===== config.mk =====
export PLATFORM = sky130hd
export DESIGN_NAME = cordic_seq_shifter
export DESIGN_NICKNAME = d
export VERILOG_FILES = /design/src/rtl/cordic_seq_shifter.sv
export SDC_FILE = /design/constraint.sdc
export NUM_CORES = 1
export LEC_CHECK = 0
export CORE_MARGIN = 2
export CORE_UTILIZATION = 42
export DETAILED_ROUTE_END_ITERATION = 8
export DONT_BUFFER_PORTS = 1
export GPL_TIMING_DRIVEN = 0
export SKIP_LAST_GASP = 1
export SYNTH_ARGS = -nofsm -noshare
export SYNTH_HDL_FRONTEND = slang
export SYNTH_SLANG_ARGS = --single-unit

===== constraint.sdc =====
create_clock -name clk -period 3.8 [get_ports clk]
set_input_delay 0.38 -clock clk [delete_from_list [all_inputs] [get_ports clk]]
set_output_delay 0.38 -clock clk [all_outputs]
set_load 0.005 [all_outputs]

===== src/rtl/cordic_seq_shifter.sv =====
// rtl/cordic_seq_shifter.sv - bit-serial CORDIC operand shifter with start/done handshake
// Optional rounding of right shifts: define CORDIC_SHIFT_ROUND_EN.
module cordic_seq_shifter #(
    parameter int WIDTH = 17,
    parameter int SHW   = 5
) (
    input  logic             clk,
    input  logic             reset,
    input  logic             start,
    input  logic [1:0]       mode,
    input  logic [SHW-1:0]   shamt,
    input  logic [WIDTH-1:0] din,
    output logic             busy,
    output logic             done,
    output logic [WIDTH-1:0] dout
);

    localparam int CW = $clog2(WIDTH + 1);

    typedef enum logic [1:0] {
        IDLE  = 2'd0,
        SHIFT = 2'd1,
        DONE  = 2'd2
    } state_t;

    state_t           state_q, state_d;
    logic [WIDTH-1:0] sr_q, sr_d;
    logic [1:0]       mode_q, mode_d;
    logic [CW-1:0]    count_q, count_d;
    logic [CW-1:0]    count_load;
    logic [WIDTH-1:0] shifted;
    logic [WIDTH-1:0] last_value;
    logic             right_mode;

    assign right_mode = (mode_q != 2'b10);

    // Oversized requests saturate at WIDTH so latency stays bounded.
    always_comb begin
        if (int'(shamt) >= WIDTH) begin
            count_load = CW'(WIDTH);
        end else begin
            count_load = CW'(shamt);
        end
    end

    always_comb begin
        case (mode_q)
            2'b10:   shifted = {sr_q[WIDTH-2:0], 1'b0};
            2'b01:   shifted = {1'b0, sr_q[WIDTH-1:1]};
            default: shifted = {sr_q[WIDTH-1], sr_q[WIDTH-1:1]};
        endcase
    end

`ifdef CORDIC_SHIFT_ROUND_EN
    logic guard_q, guard_d;

    assign guard_d    = right_mode ? sr_q[0] : 1'b0;
    // The final edge adds the bit it shifts out: round half up, no extra cycle.
    assign last_value = shifted + {{(WIDTH-1){1'b0}}, guard_d};

    always_ff @(posedge clk or posedge reset) begin
        if (reset) begin
            guard_q <= 1'b0;
        end else if (state_q == SHIFT) begin
            guard_q <= guard_d;
        end
    end
`else
    assign last_value = shifted;
`endif

    always_comb begin
        state_d = state_q;
        sr_d    = sr_q;
        mode_d  = mode_q;
        count_d = count_q;
        case (state_q)
            SHIFT: begin
                count_d = count_q - CW'(1);
                if (count_q == CW'(1)) begin
                    sr_d    = last_value;
                    state_d = DONE;
                end else begin
                    sr_d = shifted;
                end
            end
            default: begin
                if (start) begin
                    sr_d    = din;
                    mode_d  = mode;
                    count_d = count_load;
                    state_d = (count_load == '0) ? DONE : SHIFT;
                end else if (state_q == DONE) begin
                    state_d = IDLE;
                end
            end
        endcase
    end

    always_ff @(posedge clk or posedge reset) begin
        if (reset) begin
            state_q <= IDLE;
            sr_q    <= '0;
            mode_q  <= 2'b00;
            count_q <= '0;
        end else begin
            state_q <= state_d;
            sr_q    <= sr_d;
            mode_q  <= mode_d;
            count_q <= count_d;
        end
    end

    assign busy = (state_q == SHIFT);
    assign done = (state_q == DONE);
    assign dout = sr_q;

endmodule


==> results of run 1 <==
==> report_power, final <==
part | switching [mW] | leakage, nW | internal, mW | total [mW]
Combinational | 0.364 | 0.362 | 0.320 | 0.683
Clock | 0.0747 | 0.0138 | 0.0370 | 0.112
Sequential | 0.176 | 0.300 | 0.426 | 0.601
Total | 0.614 | 0.677 | 0.782 | 1.40
==> kinds of logic after synthesis <==
family / share of synthesized area, %
and+or+nand+nor: 8.648
adders and majority gates: 3.425
AOI/OAI and AO/OA: 22.09
DFF: 44.52
muxes: 14.64
buffers and inverters: 6.078
xor gates and xnor gates: 0.5994
==> stage by stage <==
stage / cell area [um^2] / utilization (%)
after CTS: 1541 / 46.19
after global placement: 1519 / 45.52
after floorplan: 1461 / -
after global routing: 1541 / 46.19
final: 1541 / 46.19
after detailed placement: 1519 / 45.52
==> placed cells by master (no fill, tap or decap), types with 2 or more instances in the layout <==
cell	synthesis	routed
mux2_2	3	3
o221a_2	3	3
o21ai_0	2	2
inv_1	7	7
a21oi_1	17	17
nand2_1	2	2
ha_1	4	4
a221oi_1	14	14
clkbuf_1	2	2
clkbuf_4	0	3
buf_2	7	7
nor2_1	3	3
nor2b_1	4	4
nand3_1	2	2
mux2i_1	18	18
o22ai_1	2	2
dfrtp_1	26	26
or3_1	2	2
==> worst max-delay path, delay by kind of cell, from the launching register on <==
kind / cells / cell delay (ns)
compound gates: 2 / 0.37
fa+ha+maj: 1 / 0.29
buf+inv: 3 / 0.36
flops: 1 / 0.39
simple gates: 1 / 0.22
==> how the worst max path moves through the flow <==
stage,start,to,slack (ns),cells past startpoint
final,mode_q[0],dout[2],2.04,7
after global routing,mode_q[0],dout[5],1.91,7
after CTS,mode_q[0],dout[2],2.03,7
after detailed placement,mode_q[0],dout[2],2.05,7
after global placement,mode_q[0],dout[3],2.08,7
after floorplan,mode_q[0],dout[2],2.18,7
==> state kept, by name, indices dropped and copies added (netlist names) <==
name / count
dout: 17
count_q: 5
mode_q: 2
state_q: 2
==> layer usage <==
layer | up-vias | track usage, % | part of all wire, %
li1 | 524 | - | -
met1 | 545 | 22.48 | 45
met2 | 39 | 26.46 | 47
met3 | 2 | 5.045 | 7.6
met4 | 0 | 3.889 | 0.47
met5 | - | 0 | 0
==> layout make-up <==
class,instances,area (um^2),area share (%)
multi-input cells,91,721.9,46.83
flip-flops and latches,26,650.6,42.21
plain buffers,11,58.81,3.815
well taps,46,57.56,3.734
inverters,8,30.03,1.948
clock buffers,3,22.52,1.461
==> impl_metrics.tcl, run 1 <==
set metrics [dict create \
    die_area_um2 3967 \
    nNetsFinal 172 \
    antenna_found_initial 0 \
    netlist_instances 136 \
    postCtsHoldBufs 0 \
    postCtsResizedCells 0 \
    vias_per_cell 6.000 \
    placement_rows 21 \
    diodes 0 \
    yosysMostFrequentCell "dfrtp_1" \
    clock_sinks 26 \
    power_density_nw_per_um2 905.8 \
    r2r_setup_slack_ns 2.04 \
    finClkSkew_ns 0.004113 \
    final_max_slew_viol_count 0 \
    yosys_warnings 0 \
    timing.rr.start "mode_q[0]" \
    synth_cell_types 35 \
    min_period_over_period_pct 46.25 \
    hpwlAfterDp_um 2387 \
    avgSynthCellArea_um2 10.75 \
    finalWorstSetupSlack_ns 2.042 \
    period_needed_ns 1.758 \
    cts_max_level 1 \
    reg2reg_depth 7 \
    worstSetupEndpointType "flop" \
    p_leak_nw 0.6767 \
    synth_top_area_cell "dfrtp_1" \
    worst-setup-path-type "flop to flop" \
    synth_commonest_cells "26 x dfrtp_1, 18 x mux2i_1, 17 x a21oi_1" \
    crit_arrival_ns 1.94 \
    clockBufferDepth 2 \
    area_delta_synth_final_pct 5.480 \
    ys_seq_area_share_pct 44.52 \
    synth_ff_type "dfrtp_1" \
    grt_max_degree 27 \
    grt_pass1_wl_um 5402 \
    critical_path.startpoint_type "flop" \
    syn_area_um2 1461 \
    post_cts_buffers 0 \
    start_util_pct 43.79 \
    setup_viol 0 \
    ant_nets 0 \
    yosys_register_bits 26 \
    layout-drive-gt1-share_pct 15.83 \
    cpMaxStageDelayCell "dfrtp_1" \
    core_area_um2 3337 \
    tritoncts "yes" \
    dp_slack_ns 2.046 \
    relSlewSlack_pct 33.57 \
    max_freq_ghz 0.5690 \
    final.setup.tns_ns 0 \
    synth_top_area_share_pct 44.52 \
    worstReg2RegEnd "dout[2]" \
    cp_max_fo 10 \
    ys_top_cells_by_area "dfrtp_1 45%, mux2i_1 12%, a221oi_1 8.4%" \
    clk_latency_ns 0.31 \
    finalHoldViolations 0 \
    clk_pin_slew_ns 0.13 \
    cts_buffers 3 \
    hold_path_class "input pin to async pin" \
    gp_congestion 0.8321 \
    wire_per_inst_um 17.12 \
    total_power_mw 1.396 \
    path_cells "inv_1 > ha_1 > or2_1 > buf_2 > buf_6 > a221oi_1 > a21oi_1" \
    dpl.cell_count 182 \
    worstMarginPinSlew_ns 0.9953 \
    crit_path_max_incr_delay_ns 0.39 \
    grt_util_all_layers_pct 16.74 \
    peakVddDrop_uv 363.7 \
    num_io_pins 46 \
    synth_edf_count 0 \
    grt_setup_unrepaired "false" \
    grt_pass1_vias 1085 \
    drc_errors 0 \
    drt_wl_total_um 3168 \
    maxCapViolations 0 \
    status "complete, no violations" \
    whs_ns 0.1760 \
    globalRoute.totalOverflow 0 \
    drt_iter0_markers 81 \
    die-width_um 62.99 \
    dr_total_vias 1110 \
    die_y_um 62.99 \
    num-fill-cells 334 \
    drtPass1Iterations 4 \
    port_buffers 0 \
    async_flop_share_pct 100.0 \
    finalNonFillerCells 185 \
    synth_nets 167 \
    cts_root_buf "clkbuf_4" \
    required_ns 3.99 \
]
Note: power is estimated with default switching activity, not from simulation.
==> run 2: changes to the inputs <==
clock period = 1.43 ns   (was 3.8 ns; I/O delays follow)
==> run 2 against run 1 <==
Effect of this change:
- the run now ends with setup timing left
- wire length rose by 11%
- register-to-register slack got worse by 2.3 ns
- count of clock-buffer cells in the layout did not move
- flip-flop and latch count did not move
- sequential power rose to 2.8 times the previous value
- critical endpoint unchanged
- largest cell class unchanged
==> impl_metrics.tcl, run 2 (synthesis results as in run 1) <==
set metrics [dict create \
    status "complete, but fails checks" \
    violations "setup timing" \
    die_y_um 62.99 \
    grt_util_all_layers_pct 18.38 \
    cts_buffers 3 \
    worstSetupEndpointType "flop" \
    power_frac_clock_pct 9.8 \
    nNetsFinal 188 \
    worstMarginPinSlew_ns 0.9775 \
    finalWorstSetupSlack_ns -0.2346 \
    setup_viol 18 \
    drc_errors 0 \
    ant_nets 0 \
    p_leak_nw 0.8096 \
    layout_common_cells "26 x dfrtp_1, 18 x mux2i_1, 15 x a21oi_1, 10 x buf_4, 10 x a221oi_2" \
    pwr-share-seq_pct 33.0 \
    maxCapViolations 0 \
    placed_area_um2 1579 \
    largest_register_ffs 17 \
    net-switching-power_mw 2.142 \
    core_area_um2 3337 \
    combPwrFrac_pct 57.2 \
    diodes 0 \
    period_needed_ns 1.665 \
    finClkSkew_ns 0.004538 \
    p_sw_share_pct 42.05 \
    clock_sinks 26 \
    wire_per_inst_um 17.36 \
    grt_setup_unrepaired "true" \
    tritoncts "yes" \
    port_buffers 0 \
    dr_total_vias 1170 \
    die_area_um2 3967 \
    placement_rows 21 \
    drt_wl_total_um 3507 \
    layout_commonest_cell "dfrtp_1" \
    drtPass1Iterations 4 \
    clk_pin_slew_ns 0.14 \
    vias_per_cell 5.792 \
    clk_latency_ns 0.31 \
    relSlewSlack_pct 34.76 \
    dpl.cell_count 182 \
    drt_iter0_markers 52 \
    internal_power_mw 2.953 \
    grt_max_degree 27 \
    utilization_pct 56.99 \
    whs_ns 0.01669 \
    hold_path_class "input pin to flop" \
    antenna_found_initial 0 \
    layout-drive-gt1-share_pct 35.90 \
    finalNonFillerCells 202 \
    globalRoute.totalOverflow 0 \
    area_delta_synth_final_pct 30.14 \
    start_util_pct 43.79 \
    final_max_slew_viol_count 0 \
    crit_arrival_ns 1.87 \
    die-width_um 62.99 \
    max_freq_ghz 0.6007 \
    cts_max_level 1 \
    cts_root_buf "clkbuf_4" \
    clockBufferDepth 2 \
    worst-setup-path-type "flop to flop" \
    fin_area_um2 1902 \
    finalHoldViolations 0 \
    critical_path.startpoint_type "flop" \
    gp_congestion 0.8723 \
    required_ns 1.64 \
    power_density_nw_per_um2 2679 \
    num_io_pins 46 \
    grt_pass1_vias 1217 \
    grt_pass1_wl_um 5892 \
    hpwlAfterDp_um 2385 \
    cp_max_fo 8 \
    min_period_over_period_pct 116.4 \
    peakVddDrop_uv 1097 \
]
[run 2: changes by cell type in the layout (fill, tap and decap cells not counted), sizes merged]
| cell | change |
|---|---|
| bufinv | +1 |
| clkbuf | +2 |
| dlygate4sd3 | +6 |
| clkinvlp | +1 |
| buf | +7 |
[run 2: timing repair]
action / in CTS / in global routing
gates resized for setup: 9 / 18
setup buffers: 4 / 4
pin swaps: 4 / 5
hold endpoints to repair: 29 / 2
hold buffers: 4 / 2
cloned: 1 / 1
setup endpoints to repair: 20 / 22
[run 2: final timing paths]
check / startpoint / to / slack, ns / depth (start not counted)
min: shamt[4] / count_q[2] / 0.02 / 2
max in group asynchronous: reset / dout[9] / 0.36 / 2
max: mode_q[0] / dout[2] / -0.23 / 7
max reg2reg: mode_q[0] / dout[2] / -0.23 / 7
min reg2reg: mode_q[1] / mode_q[1] / 0.60 / 1
min in group asynchronous: reset / dout[2] / 0.48 / 2
[run 2: critical path: stages (launching register included)]
cell and delay (ns):
dfrtp_1 0.42, buf_4 0.15, ha_4 0.15, or2_1 0.21, buf_6 0.14, buf_12 0.14, a221oi_4 0.29, a21oi_2 0.05
[run 2: metrics by stage]
step           setup WS (ns)  TNS (ns)  power (mW)
6_report             -0.2346    -2.939       5.095
5_1_grt              -0.2865    -4.064       5.528
4_1_cts              -0.2547    -3.138       4.545
3_5_place_dp         -0.2339    -2.818       3.742
3_3_place_gp         -0.1939    -2.278       3.669
2_1_floorplan        -0.1156    -1.264       3.277
[run 2: layout make-up]
cell class              count  area [um^2]
repair buffers             15        145.1
inverters                   8        32.53
well taps                  46        57.56
plain buffers              11        83.83
flip-flops and latches     26        650.6
fillers                   289         1435
clock inverters             1        30.03
clock buffers               3        22.52
multi-input cells          91        872.1
repair inverters            1        7.507
[run 2: metal layers]
layer | vias to the layer above | wire (um) | track usage, %
met4 | 0 | 44 | 5.000
met1 | 571 | 1504 | 23.17
li1 | 561 | - | -
met2 | 34 | 1725 | 30.59
met3 | 4 | 234 | 5.405
met5 | - | 0 | 0
[run 2: power groups by stage]
| stage | logic, mW | clock network, mW | registers [mW] |
|---|---|---|---|
| floorplan | 1.76 | 0 | 1.52 |
| global placement | 2.02 | 0 | 1.65 |
| detailed placement | 2.08 | 0 | 1.66 |
| CTS | 2.39 | 0.517 | 1.64 |
| global route | 3.22 | 0.556 | 1.75 |
| finish | 2.91 | 0.499 | 1.68 |
==> run 3: changes to the inputs <==
TNS_END_PERCENT = 30   (was not set)
==> run 3 against run 2 <==
Effect of this change:
- the flow still finishes with violations (setup timing)
- wire length down 5.0%
- clock skew down 0.0024 ns
- count of clock-buffer cells in the layout up 1
- core utilization down 3.7 points
- largest power group unchanged
- sequential share of layout area up 2.4 points
- first-iteration DRC count up 19%
- design area down 6.6%
- via count down 2.8%
- die area unchanged
- sequential power about the same
- hold slack better by 0.0019 ns
- largest cell class unchanged
- maximum frequency up 0.42%
==> impl_metrics.tcl, run 3 (synthesis results as in run 1) <==
set metrics [dict create \
    whs_ns 0.01862 \
    clk_latency_ns 0.32 \
    path_cells "ha_4 > or2_1 > buf_6 > buf_12 > a221oi_4 > a21oi_2" \
    grt_setup_unrepaired "true" \
    dp_slack_ns -0.2373 \
    layout-drive-gt1-share_pct 25.50 \
    drc_errors 0 \
    placement_rows 21 \
    antenna_found_initial 0 \
    vias_per_cell 5.831 \
    pwr-share-seq_pct 36.8 \
    reg2reg_depth 6 \
    utilization_pct 53.24 \
    final_max_slew_viol_count 0 \
    grt_util_all_layers_pct 17.80 \
    core_area_um2 3337 \
    port_buffers 0 \
    hpwlAfterDp_um 2436 \
    crit_arrival_ns 1.86 \
    min_period_over_period_pct 115.9 \
    crit_end "dout[2]" \
    grt_pass1_wl_um 5658 \
    diodes 0 \
    wire_per_inst_um 17.09 \
    period_needed_ns 1.658 \
    nNetsFinal 181 \
    die_area_um2 3967 \
    internal_power_mw 2.572 \
    finalWorstSetupSlack_ns -0.2276 \
    die_y_um 62.99 \
    crit_path_max_incr_delay_ns 0.45 \
    total_power_mw 4.552 \
    maxCapViolations 0 \
    p_sw_share_pct 43.50 \
    cp_max_fo 8 \
    start_util_pct 43.79 \
    placed_area_um2 1579 \
    timing.rr.start "mode_q[1]" \
    drt_iter0_markers 62 \
    clockBufferDepth 2 \
    fin_area_um2 1777 \
    num_io_pins 46 \
    final.setup.tns_ns -2.729 \
    dr_total_vias 1137 \
    net-switching-power_mw 1.980 \
    cts_buffers 3 \
    gp_congestion 0.8699 \
    finalHoldViolations 0 \
    largest_register_ffs 17 \
    relSlewSlack_pct 33.87 \
    layout_common_cells "26 x dfrtp_1, 18 x mux2i_1, 16 x a21oi_1, 8 x a221oi_2, 7 x dlygate4sd3_1" \
    clk_pin_slew_ns 0.14 \
    tritoncts "yes" \
    required_ns 1.63 \
    area_delta_synth_final_pct 21.58 \
    critical_path.startpoint_type "flop" \
    finalNonFillerCells 195 \
    power_frac_clock_pct 8.2 \
    power_density_nw_per_um2 2562 \
    clock_sinks 26 \
    drtPass1Iterations 4 \
    globalRoute.totalOverflow 0 \
    status "complete, but fails checks" \
    combPwrFrac_pct 55.0 \
    violations "setup timing" \
    ant_nets 0 \
    grt_max_degree 27 \
    hold_path_class "input pin to flop" \
    startpoint "mode_q[1]" \
    max_freq_ghz 0.6033 \
    grt_pass1_vias 1161 \
    layout_commonest_cell "dfrtp_1" \
    drt_wl_total_um 3333 \
    worstReg2RegEnd "dout[2]" \
    peakVddDrop_uv 1346 \
    cts_root_buf "clkbuf_4" \
    die-width_um 62.99 \
    worstSetupEndpointType "flop" \
    cts_max_level 1 \
    dpl.cell_count 182 \
    worst-setup-path-type "flop to flop" \
    p_leak_nw 0.7556 \
    worstMarginPinSlew_ns 0.9908 \
    finClkSkew_ns 0.002150 \
    r2r_setup_slack_ns -0.23 \
    setup_viol 20 \
    cpMaxStageDelayCell "dfrtp_1" \
]
[run 3: metal layers]
metal / track usage (%) / part of all wire [%]
met3: 5.045 / 7.1
met4: 5.556 / 0.99
met5: 0 / 0
met1: 22.34 / 45
met2: 29.52 / 47
[run 3: worst min path at each step]
stage	endpoint	startpoint	slack, ns	depth (start not counted)
finish	dout[0]	din[0]	0.02	2
global route	dout[11]	din[11]	0.0006	2
floorplan	count_q[0]	reset	0.18	1
detailed placement	mode_q[1]	mode[1]	0.30	1
global placement	mode_q[1]	mode[1]	0.30	1
CTS	count_q[2]	shamt[4]	0.0002	2
[run 3: repair_timing]
| item | 4_1_cts | 5_1_grt |
|---|---|---|
| pin swaps | 2 | 2 |
| setup buffers | 1 | 0 |
| hold buffers | 5 | 2 |
| endpoints found under the hold margin | 30 | 2 |
| gates cloned | 0 | 1 |
| gates resized for setup | 4 | 6 |
| endpoints found under the setup margin | 20 | 22 |
[run 3: worst max-delay path: cells and delay by family, from the launching register on]
kind	cells	cell delay (ns)
flops	1	0.45
buf+inv	2	0.28
simple gates	1	0.21
fa+ha+maj	1	0.25
compound gates	2	0.33
[run 3: layout make-up]
cell class,instances,area (um^2)
clock buffer,4,36.28
sequential,26,650.6
inverter,8,30.03
buffer,11,80.08
timing repair buffer,9,102.6
tap,46,57.56
multi-input combinational,91,819.5
fill,305,1560
[run 3: power by group through the flow]
stage | sequential, mW | clock [mW] | combinational [mW]
after global routing | 1.74 | 0.426 | 2.79
after global placement | 1.65 | 0 | 2.02
after detailed placement | 1.66 | 0 | 2.10
after CTS | 1.65 | 0.385 | 2.23
after floorplan | 1.52 | 0 | 1.76
final | 1.68 | 0.375 | 2.50
